[src/rtl/core_pkg.sv]
// -----------------------------------------------------------------------------
// core_pkg
// Shared definitions for the RV32 core pipeline:
//   - inter-stage payload structs and their widths (IF/ID ... MEM/WB)
//   - SKID_ON / SKID_OFF mode constants for pipe_stage
//   - occupancy encoding used by the two-entry skid stage
// -----------------------------------------------------------------------------
package core_pkg;

   // pipe_stage mode selection
   localparam bit SKID_ON  = 1'b1;
   localparam bit SKID_OFF = 1'b0;

   // IF/ID payload
   typedef struct packed {
      logic [31:0] pc;
      logic [31:0] instr;
   } ifid_t;

   // ID/EX payload
   typedef struct packed {
      logic [31:0] pc;
      logic [31:0] rs1_val;
      logic [31:0] rs2_val;
      logic [31:0] imm;
      logic [4:0]  rd;
      logic [7:0]  ctrl;
   } idex_t;

   // EX/MEM payload
   typedef struct packed {
      logic [31:0] alu_out;
      logic [31:0] rs2_val;
      logic [4:0]  rd;
      logic [3:0]  ctrl;
   } exmem_t;

   // MEM/WB payload
   typedef struct packed {
      logic [31:0] alu_out;
      logic [31:0] rdatamem;
   } memwb_t;

   localparam int unsigned IFID_W  = $bits(ifid_t);
   localparam int unsigned IDEX_W  = $bits(idex_t);
   localparam int unsigned EXMEM_W = $bits(exmem_t);
   localparam int unsigned MEMWB_W = $bits(memwb_t);

   // Skid-stage occupancy. Encoded so that bit 0 is "out reg valid" and
   // bit 1 is "skid reg valid"; both handshake outputs then come straight
   // from a state flop.
   typedef enum logic [1:0] {
      OccEmpty = 2'b00,
      OccOne   = 2'b01,
      OccTwo   = 2'b11
   } occ_e;

endpackage : core_pkg

[src/rtl/sat_counter.sv]
// -----------------------------------------------------------------------------
// sat_counter
// Saturating up-counter for performance statistics. Clear wins over increment.
// Ports:
//   clk    in   clock, rising edge
//   rst_n  in   asynchronous active-low reset
//   inc    in   count one this cycle (ignored once saturated)
//   clr    in   synchronous clear to zero
//   cnt    out  current count [W-1:0]
// -----------------------------------------------------------------------------
module sat_counter #(
   parameter int unsigned W = 16
) (
   input  logic         clk,
   input  logic         rst_n,
   input  logic         inc,
   input  logic         clr,
   output logic [W-1:0] cnt
);

   logic [W-1:0] r_cnt;
   logic [W-1:0] w_cnt_next;

   always_comb begin
      w_cnt_next = r_cnt;
      if (clr) begin
         w_cnt_next = '0;
      end else if (inc && (r_cnt != {W{1'b1}})) begin
         w_cnt_next = r_cnt + W'(1);
      end
   end

   always_ff @(posedge clk or negedge rst_n) begin
      if (!rst_n) begin
         r_cnt <= '0;
      end else begin
         r_cnt <= w_cnt_next;
      end
   end

   assign cnt = r_cnt;

endmodule : sat_counter

[src/rtl/pipe_stage.sv]
// -----------------------------------------------------------------------------
// pipe_stage
// Pipeline stage register with valid/ready flow control, synchronous flush and
// an optional two-entry skid buffer. Beats are passed strictly in order.
// Parameters:
//   DATA_W  payload width
//   SKID    SKID_ON: two-entry stage, in_ready registered
//           SKID_OFF: single-entry stage, in_ready combinational from out_ready
//   CNT_W   stall counter width
// Ports:
//   clk        in   clock, rising edge
//   rst_n      in   asynchronous active-low reset
//   in_valid   in   upstream beat present
//   in_ready   out  stage accepts a beat this cycle
//   in_data    in   upstream payload [DATA_W-1:0]
//   out_valid  out  downstream beat present
//   out_ready  in   downstream consumes the beat this cycle
//   out_data   out  downstream payload [DATA_W-1:0]
//   flush      in   drop all held beats (and any beat accepted this cycle)
//   stall_clr  in   clear stall_cnt
//   stall_cnt  out  saturating count of out_valid & ~out_ready cycles
// -----------------------------------------------------------------------------
module pipe_stage
   import core_pkg::*;
#(
   parameter int unsigned DATA_W = 32,
   parameter bit          SKID   = SKID_ON,
   parameter int unsigned CNT_W  = 16
) (
   input  logic              clk,
   input  logic              rst_n,
   input  logic              in_valid,
   output logic              in_ready,
   input  logic [DATA_W-1:0] in_data,
   output logic              out_valid,
   input  logic              out_ready,
   output logic [DATA_W-1:0] out_data,
   input  logic              flush,
   input  logic              stall_clr,
   output logic [CNT_W-1:0]  stall_cnt
);

   logic w_accept;
   logic w_emit;
   logic w_stall;

   assign w_accept = in_valid & in_ready;
   assign w_emit   = out_valid & out_ready;
   assign w_stall  = out_valid & ~out_ready;

   generate
      if (SKID) begin : g_skid
         occ_e              r_occ;
         occ_e              w_occ_next;
         logic [DATA_W-1:0] r_out_data;
         logic [DATA_W-1:0] r_skid_data;
         logic [DATA_W-1:0] w_out_data_next;
         logic [DATA_W-1:0] w_skid_data_next;

         always_comb begin
            w_occ_next       = r_occ;
            w_out_data_next  = r_out_data;
            w_skid_data_next = r_skid_data;
            unique case (r_occ)
               OccEmpty: begin
                  if (w_accept) begin
                     w_occ_next      = OccOne;
                     w_out_data_next = in_data;
                  end
               end
               OccOne: begin
                  if (w_accept && w_emit) begin
                     w_out_data_next = in_data;
                  end else if (w_accept) begin
                     // Downstream blocked: park the new beat behind the out reg.
                     w_occ_next       = OccTwo;
                     w_skid_data_next = in_data;
                  end else if (w_emit) begin
                     w_occ_next = OccEmpty;
                  end
               end
               OccTwo: begin
                  // in_ready is low here, so only an emit can move state.
                  if (w_emit) begin
                     w_occ_next      = OccOne;
                     w_out_data_next = r_skid_data;
                  end
               end
               default: begin
                  w_occ_next = OccEmpty;
               end
            endcase
            // Flush clears valids only; payload registers keep their contents.
            if (flush) begin
               w_occ_next       = OccEmpty;
               w_out_data_next  = r_out_data;
               w_skid_data_next = r_skid_data;
            end
         end

         always_ff @(posedge clk or negedge rst_n) begin
            if (!rst_n) begin
               r_occ       <= OccEmpty;
               r_out_data  <= '0;
               r_skid_data <= '0;
            end else begin
               r_occ       <= w_occ_next;
               r_out_data  <= w_out_data_next;
               r_skid_data <= w_skid_data_next;
            end
         end

         assign out_valid = r_occ[0];
         assign in_ready  = ~r_occ[1];
         assign out_data  = r_out_data;

      end else begin : g_single
         logic              r_valid;
         logic [DATA_W-1:0] r_data;
         logic              w_valid_next;
         logic [DATA_W-1:0] w_data_next;

         always_comb begin
            w_valid_next = r_valid;
            w_data_next  = r_data;
            if (flush) begin
               w_valid_next = 1'b0;
            end else if (w_accept) begin
               w_valid_next = 1'b1;
               w_data_next  = in_data;
            end else if (w_emit) begin
               w_valid_next = 1'b0;
            end
         end

         always_ff @(posedge clk or negedge rst_n) begin
            if (!rst_n) begin
               r_valid <= 1'b0;
               r_data  <= '0;
            end else begin
               r_valid <= w_valid_next;
               r_data  <= w_data_next;
            end
         end

         // Bubble-free: a full register can still take a beat when it empties
         // in the same cycle. This is a combinational out_ready -> in_ready path.
         assign in_ready  = ~r_valid | out_ready;
         assign out_valid = r_valid;
         assign out_data  = r_data;
      end
   endgenerate

   sat_counter #(
      .W (CNT_W)
   ) u_stall_cnt (
      .clk   (clk),
      .rst_n (rst_n),
      .inc   (w_stall),
      .clr   (stall_clr),
      .cnt   (stall_cnt)
   );

endmodule : pipe_stage

[config.mk]
export PLATFORM = sky130hd
export DESIGN_NAME = pipe_stage
export DESIGN_NICKNAME = d
export VERILOG_FILES = /design/src/rtl/core_pkg.sv /design/src/rtl/sat_counter.sv /design/src/rtl/pipe_stage.sv
export SDC_FILE = /design/constraint.sdc
export NUM_CORES = 1
export LEC_CHECK = 0
export ABC_AREA = 1
export ABC_CLOCK_PERIOD_IN_PS = 3700
export BUFFER_PORTS_ARGS = -buffer_cell sky130_fd_sc_hd__buf_2
export CAP_MARGIN = 20
export CORE_AREA = 2 2 87 89
export DETAILED_ROUTE_END_ITERATION = 8
export DIE_AREA = 0 0 89 91
export MAX_ROUTING_LAYER = met4
export PLACE_DENSITY = 0.84
export SYNTH_ARGS = -nofsm -noshare
export SYNTH_HDL_FRONTEND = slang
export SYNTH_HIERARCHICAL = 1
export SYNTH_SLANG_ARGS = --single-unit
[constraint.sdc]
create_clock -name clk -period 3.7 [get_ports clk]
set_clock_uncertainty 0.1 [all_clocks]
set_input_delay 0.74 -clock clk [delete_from_list [all_inputs] [get_ports clk]]
set_output_delay 0.74 -clock clk [all_outputs]
set_load 0.03 [all_outputs]
# Word level (Yosys, flattened, before mapping)
# Index checks and enable logic that the tools add are counted.
[totals]
in_bits = 38
regBits = 82
[classes]
reduce_logical = 8
mux = 13
bitwise_logic = 7
n_eq_ne = 10
n_addsub = 1
[ops]
columns = ["cell", "n"]
rows = [
  ["$mux W32", 3],
  ["$pmux W32 S3", 1],
  ["$mux W16", 2],
  ["$add A16 B1 Y16 const B", 1],
  ["$ne A16 B16 Y1 const B", 1],
  ["$mux W2", 6],
  ["$ne A3 B3 Y1 const B", 3],
  ["$reduce_and A4 Y1", 2],
  ["$ne A2 B2 Y1 const B", 3],
  ["$pmux W2 S3", 1],
  ["$reduce_and A5 Y1", 1],
  ["$ne A4 B4 Y1 const B", 1],
  ["$not A1 Y1", 4],
  ["$and A1 B1 Y1", 3],
  ["$reduce_bool A3 Y1", 1],
  ["$eq A2 B1 Y1 const B", 1],
  ["$eq A2 B2 Y1 const B", 1],
  ["$logic_and A1 B1 Y1", 2],
  ["$logic_not A2 Y1", 1],
  ["$reduce_bool A2 Y1", 1],
]

# Logic depth before layout (Yosys ltp)
# Gate-level depths: netlist (run 1).
[logic_depth]
word_depth = 6
ltp_mapped = 10
depth_no_buf = 9

# Modules after synthesis
# Netlist (run 1), hierarchy kept.
[by_module_without_submodules]
columns = ["mod", "cells_per_inst", "area_per_inst_um2", "instances"]
rows = [
  ["pipe_stage", 384, 3076.7, 1],
  ["sat_counter", 144, 1037.2, 1],
]

# Worst setup path after synthesis (run 1)
# No wires, ideal clock.
[synth_path]
path_type = "reg-to-reg"
startpoint = "register u_stall_cnt.r_cnt[1], in the netlist u_stall_cnt/cnt[1]"
endpoint = "register u_stall_cnt.r_cnt[7], in the netlist u_stall_cnt/cnt[7]"
setup_slack_ps = 1901
arrival_time_ps = 1633
period_less_slack_ps = 1799
required_ps = 3534
path_stages_with_launch = 11
cell_sequence = "dfrtp_1 -> ha_1 -> nand2_2 -> nor2_4 -> nand2_4 -> o21ai_4 -> nand2_4 -> inv_4 -> buf_12 -> nand2_1 -> nand2_1"
[synth_between]
elab_chain_cells = 3
word_cells_on_any_way = 6
classes_between = "add/sub (1); eq/ne (1); mux (2); reduce/logical (2)"
[synth_lines]
columns = ["element", "line", "source"]
rows = [
  ["start: declaration", "sat_counter.sv:21", "logic [W-1:0] r_cnt;"],
  ["start signal: assignment", "sat_counter.sv:37", "r_cnt <= w_cnt_next;"],
  ["$add A16 B1 Y16 or $ne A16 B16 Y1 (tied branches)", "sat_counter.sv:29, sat_counter.sv:28", ""],
  ["$mux W16 or $logic_and A1 B1 Y1 (tied branches)", "sat_counter.sv:28", "end else if (inc && (r_cnt != {W{1'b1}})) begin"],
  ["$mux W16 or $reduce_bool A2 Y1 (tied branches)", "-", ""],
]
# Parallel ways exist; a longest one is shown, timed or not. The select of a mux whose other input is x is not followed.
# A chain may end at the register's enable or synchronous reset.

# Worst setup path in the final report (run 1)
[layout_path]
startpoint = "register g_skid.r_occ[0]"
endpoint = "register g_skid.r_out_data[12], in the netlist out_data[12]"
[layout_between]
elab_chain_cells = 4
word_cells_on_any_way = 11
classes_between = "eq/ne (5); mux (1); bitwise (1); reduce/logical (4)"
[layout_lines]
columns = ["element", "line", "source"]
rows = [
  ["start: declaration", "pipe_stage.sv:53", "occ_e r_occ;"],
  ["start signal: assignment", "pipe_stage.sv:103", "r_occ <= OccEmpty;"],
  ["start signal: assignment", "pipe_stage.sv:107", "r_occ <= w_occ_next;"],
  ["$and A1 B1 Y1", "pipe_stage.sv:48", "assign w_emit = out_valid & out_ready;"],
  ["$logic_and A1 B1 Y1", "pipe_stage.sv:72", "if (w_accept && w_emit) begin"],
  ["$ne A2 B2 Y1 (no line)", "-", ""],
  ["$reduce_and A5 Y1 (no line)", "-", ""],
  ["end signal: assignment", "pipe_stage.sv:108", "r_out_data <= w_out_data_next;"],
  ["end: declaration", "pipe_stage.sv:55", "logic [DATA_W-1:0] r_out_data;"],
]
# Parallel ways exist; a longest one is shown, timed or not.

==> results of run 1 <==
[cells by family after synthesis]
logic type                 after synthesis  synth area share, %
xor gates and xnor gates                 5                 1.06
DFF                                     82                 49.9
and+or+nand+nor                        287                 29.6
AOI/OAI and AO/OA                       75                 9.61
adders and majority gates                5                 1.52
buffers and inverters                   74                 8.36
[where the power goes]
group / leakage [uW] / internal (uW) / switching, uW
Combinational: 0.00144 / 381 / 917
Sequential: 0.00101 / 1250 / 187
Clock: 0.000103 / 325 / 352
Total: 0.00255 / 1950 / 1460
[metal layers]
metal / routed length (um) / up-vias / share of wire, %
met5: 0 / - / 0
met4: 157 / 0 / 1.8
met3: 482 / 13 / 5.4
met2: 4270 / 89 / 48
met1: 3940 / 1675 / 44
li1: - / 1800 / -
[worst max-delay path: cells and delay by family (launching register included)]
family | cells | cell delay [ns]
AND/OR/NAND/NOR | 4 | 1.35
flip-flops | 1 | 0.48
adder cells (fa/ha/maj) | 1 | 0.21
buffers and inverters | 1 | 0.13
[Yosys cell counts, types with 3 or more instances]
cell type,number,area [um2]
o21ai_0,41,205
xor2_1,3,26.3
inv_1,49,184
nand2_2,6,37.5
buf_2,11,55.1
nor2_4,3,33.8
dfrtp_1,82,2050
a21oi_1,30,150
nand2_1,198,743
nor2_1,47,176
nand4_1,9,56.3
buf_4,3,22.5
nand3_1,17,85.1
buf_6,3,33.8
ha_1,5,62.6
[state kept, by name, summed over array words and instances (netlist names)]
| register | cells |
|---|---|
| g_skid.r_occ | 2 |
| out_data | 32 |
| g_skid.r_skid_data | 32 |
| u_stall_cnt/cnt | 16 |
[cell type report]
type                            count  area [um2]
Tap cell                           99         124
Inverter                           53         201
Clock buffer                        9         124
Timing Repair Buffer               89         465
Multi-Input combinational cell    372        1720
Sequential cell                    82        2050
Fill cell                         595        2370
Clock inverter                      7        83.8
[stage by stage]
stage / utilization, % / hold slack (ns) / total power (uW) / setup slack (ns) / instances
after floorplan: - / 0.344 / 2390 / 1.90 / 528
after global placement: 63.7 / 0.349 / 2680 / 1.38 / 694
after detailed placement: 63.7 / 0.353 / 2750 / 1.27 / 694
after CTS: 66.6 / 0.375 / 3430 / 1.30 / 710
after global routing: 66.8 / 0.299 / 3650 / 1.11 / 711
final: 66.8 / 0.268 / 3410 / 1.30 / 711
[worst min-delay path by stage]
stage | depth (start not counted) | slack (ns) | to | start
2_1_floorplan | 0 | 0.34 | g_skid.r_occ[0] | rst_n
3_5_place_dp | 2 | 0.35 | out_data[31] | out_data[31]
4_1_cts | 2 | 0.37 | out_data[3] | out_data[3]
6_report | 1 | 0.27 | out_data[25] | rst_n
3_3_place_gp | 2 | 0.35 | out_data[3] | out_data[3]
5_1_grt | 1 | 0.30 | out_data[25] | rst_n
==> results.toml, run 1 <==
[status]
status = "complete, no violations"

[worst_setup_path]
regToRegEndpoint = "out_data[12]"
max_stage_delay_ns = 0.75
cp_common_cell = "nand2_1"
crit_path_end = "out_data[12]"
rr_worst_depth = 6
rrSetupSlack_ns = 1.30
cp_slowest_cell = "nand4_2"
worstPathArrival_ns = 2.54
required_ns = 3.84
cp_cell_sequence = "inv_1 -> ha_1 -> nor2_1 -> nand4_2 -> nand2_1 -> nand2_1"
crit_path_start = "g_skid.r_occ[0]"
rr_startpoint = "g_skid.r_occ[0]"
critPathCaptureType = "flip-flop"
crit_fanout = 32
criticalPathCategory = "flip-flop to flip-flop"
worstSetupStartpointType = "flip-flop"

[timing]
slew_viol_final = 0
rsz0062_at_grt = "false"
setup_tns_ns = 0
period_needed_ns = 2.40
finalCritPeriodShare_pct = 64.8
setup_viol = 0
max_slew_margin_pct = 38.3
tightest_slew_ns = 0.921
hold_violations = 0
timing.fmax_ghz = 0.417

[routing]
dr_total_vias = 3577
wl_per_cell_um = 12.4
antenna_left = 0
first_pass_iters = 5
wirelength_um = 8850
vias_per_cell = 5.03
drt_iter0_drc = 177
drc = 0

[global_route]
grt_max_degree = 83
antenna_found_initial = 0
grt_use_met1_pct = 30.4
grt_pass1_wl_um = 14600
overflow = 0
track_usage_pct = 23.6
grt_pass1_vias = 3374
use_met2_pct = 36.9
top_usage_layer = "met2"
grt_util_met3_pct = 4.09

[die]
core_area_mm2 = 0.00714
rows = 31
initial_core_util_pct = 57.6
dieHeight_um = 91
dieArea_mm2 = 0.00810
die_w_um = 89
pin_count = 88

[clocking]
cts_resized = 0
clockRootBuffer = "clkbuf_8"
htreeDepth = 3
cts.sinks = 82
numCtsBuffers = 9
clk_pin_slew_ns = 0.10
cts_tree = "done"
clock_path_buffers = 2
post_cts_buffers = 0
clk-insertion-delay-late_ns = 0.35
hold_buffers = 0

[worst_hold_path]
hold_path_class = "input pin to async pin"

[finish]
final_cell_mix = "198 x nand2_1, 86 x buf_2, 82 x dfrtp_1"
design_area_mm2 = 0.00477
synthToLayoutAreaGrowth_pct = 16.0
final_common_cell = "nand2_1"
diodes = 0
nets = 650
drive_gt1_share_pct = 20.6

[placed_design]
dp_hpwl_um = 6010
dpl_cell_area_mm2 = 0.00454
io_buffer_count = 87
gp_congestion = 0.933

[logic_synthesis]
syn_inst = 528
synth-edff-count = 0
seq_area_frac_synth_pct = 49.9
synth_nets = 571
synthFlopType = "dfrtp_1"
yosysWarnings = 6
synth-seq-cells = 82
syn_area_per_cell_um2 = 7.79
synth_area_mm2 = 0.00411
synthArstFlopShare_pct = 100
ys_types = 31

[power_and_ir_drop]
p_leak_uw = 0.00255
ir_worst_vdd_v = 0.000225
power.density_mw_per_mm2 = 715

[flow_run]
drv_cap = 0
(Power assumes the default switching activity.)
==> inputs of run 2 (changes only) <==
ABC_AREA = 0   (was 1)
ABC_CLOCK_PERIOD_IN_PS = 2500   (was 3700)
CORE_AREA = 2 2 90 92   (was 2 2 87 89)
DIE_AREA = 0 0 92 94   (was 0 0 89 91)
PLACE_DENSITY = 0.79   (was 0.84)
clock period = 2.5 ns   (was 3.7 ns; I/O delays follow)
==> results.toml, run 2 <==
[routing]
wl_met1_um = 3580
wl_per_cell_um = 16.3
drt_iter0_drc = 102
wirelength_um = 8020
vias_per_cell = 5.44
routed.top_layer = "met4"
drc = 0
antenna_left = 0
met3WireLength_um = 368
met2_length_um = 3990
first_pass_iters = 4
dr_total_vias = 2676

[finish]
final_cells = 492
design_area_mm2 = 0.00485
synthToLayoutAreaGrowth_pct = 18.5
final_cell_mix = "86 x buf_2, 82 x dfrtp_1, 67 x mux2_2"
fillers = 603
drive_gt1_share_pct = 57.4
diodes = 0
nets = 428
final_common_cell = "buf_2"

[clocking]
htreeDepth = 3
cts.sinks = 82
numCtsBuffers = 9
clk_pin_slew_ns = 0.09
cts_resized = 0
post_cts_buffers = 0
clock_path_buffers = 2
cts_tree = "done"
clk-insertion-delay-late_ns = 0.36
clockRootBuffer = "clkbuf_8"
hold_buffers = 0

[timing]
tightest_slew_ns = 0.568
setup_tns_ns = 0
timing.fmax_ghz = 0.449
setup_viol = 0
final.setup.worst_slack_ns = 0.270
slew_viol_final = 0
finalCritPeriodShare_pct = 89.2
max_slew_margin_pct = 62.1
period_needed_ns = 2.23
rsz0062_at_grt = "false"
hold_violations = 0

[logic_synthesis]
syn_area_per_cell_um2 = 13.9
syn_inst = 295
synthArstFlopShare_pct = 100
synthFlopType = "dfrtp_1"
synth.area.top_cells = "dfrtp_1 50%, mux2_2 18%, mux2_4 11%"
seq_area_frac_synth_pct = 50.1
synth-seq-cells = 82
yosysTopAreaCellShare_pct = 50.1
synthMostInstantiatedCell = "dfrtp_1"
ys_types = 42
yosysWarnings = 6
synth-edff-count = 0
synth_common_cells = "82 x dfrtp_1, 67 x mux2_2, 30 x mux2_4"
synth.largest_area_cell = "dfrtp_1"
synth_nets = 338
synth_area_mm2 = 0.00409

[placed_design]
place_ws_ns = 0.252
dp_hpwl_um = 5610
gp_congestion = 0.860
dpl_cell_area_mm2 = 0.00464
placed_cells = 476
io_buffer_count = 87

[worst_setup_path]
crit_fanout = 22
worstPathArrival_ns = 2.40
cp_slowest_cell = "or4_2"
worstSetupStartpointType = "flip-flop"
critPathCaptureType = "flip-flop"
cp_num_buf_inv = 2
cp_common_cell = "inv_1"
path_delay_family = "simple AND/OR/NAND/NOR gates"
max_stage_delay_ns = 0.72
criticalPathCategory = "flip-flop to flip-flop"
cp_cell_sequence = "inv_1 -> nor2_1 -> inv_1 -> or4_2 -> a21oi_1"
required_ns = 2.67

[die]
initial_core_util_pct = 53.8
rows = 32
dieHeight_um = 94
pin_count = 88
die_w_um = 92
dieArea_mm2 = 0.00865
core_area_mm2 = 0.00761

[global_route]
grt_pass1_vias = 2711
grt_max_degree = 44
overflow = 0
grt_pass1_wl_um = 13100
antenna_found_initial = 0
track_usage_pct = 20.1

[power_and_ir_drop]
power.density_mw_per_mm2 = 1090
power_uw = 5290
p_leak_uw = 0.00231
ir_worst_vdd_v = 0.000724

[status]
status = "complete, no violations"

[worst_hold_path]
hold_path_class = "input pin to async pin"

[flow_run]
drv_cap = 0
## run 2: logic make-up after synthesis
kind of cell	after synthesis	synth area share [%]
DFF	82	50.1
AOI/OAI and AO/OA	29	5.01
muxes	102	30.8
adders and majority gates	5	1.53
and+or+nand+nor	57	9.32
buffers and inverters	20	3.21
## run 2: path summary, 6_finish.rpt
path / startpoint / end / slack, ns / cells after the start
setup / recovery: g_skid.r_occ[0] / u_stall_cnt/cnt[3] / 0.27 / 5
hold / removal: rst_n / u_stall_cnt/cnt[15] / 0.01 / 1
setup reg to reg: g_skid.r_occ[0] / u_stall_cnt/cnt[3] / 0.27 / 5
hold reg to reg: g_skid.r_skid_data[8] / g_skid.r_skid_data[8] / 0.41 / 1
max in group asynchronous: rst_n / g_skid.r_skid_data[19] / 1.67 / 2
min in group clk: in_data[30] / g_skid.r_skid_data[30] / 0.28 / 2
## run 2: final cells by class
cell class                 instances  area [um2]  share of cell area [%]
clock buffer                      11         151                    3.12
multi-input combinational        193        1910                    39.4
tap                              102         128                    2.63
inverter                           5        18.8                   0.387
clock inverter                     5        60.1                    1.24
sequential                        82        2050                    42.3
timing repair buffer              94         528                    10.9
## run 2: worst reg2reg max path: stages (launching register included)
cell and delay, ns:
dfrtp_1 0.43, inv_1 0.10, nor2_1 0.29, inv_1 0.35
or4_2 0.72, a21oi_1 0.16
## run 2: stage by stage
step	util [%]	hold WS, ns
after floorplan	-	0.104
after global placement	61.0	0.380
after detailed placement	61.0	0.389
after CTS	63.7	0.0319
after global routing	63.7	0.0421
final	63.7	0.0133
## run 2: power by group
part	leakage (uW)	switching [uW]	internal [uW]	total, uW
Combinational	0.00119	1120	1000	2120
Sequential	0.00101	295	1870	2160
Clock	0.000106	495	520	1010
Total	0.00231	1910	3390	5290
## run 2: layer usage
| metal | track usage, % | vias to the layer above |
|---|---|---|
| li1 | - | 1267 |
| met4 | 5.97 | 0 |
| met3 | 5.22 | 6 |
| met1 | 25.8 | 1335 |
| met5 | - | - |
| met2 | 31.9 | 68 |
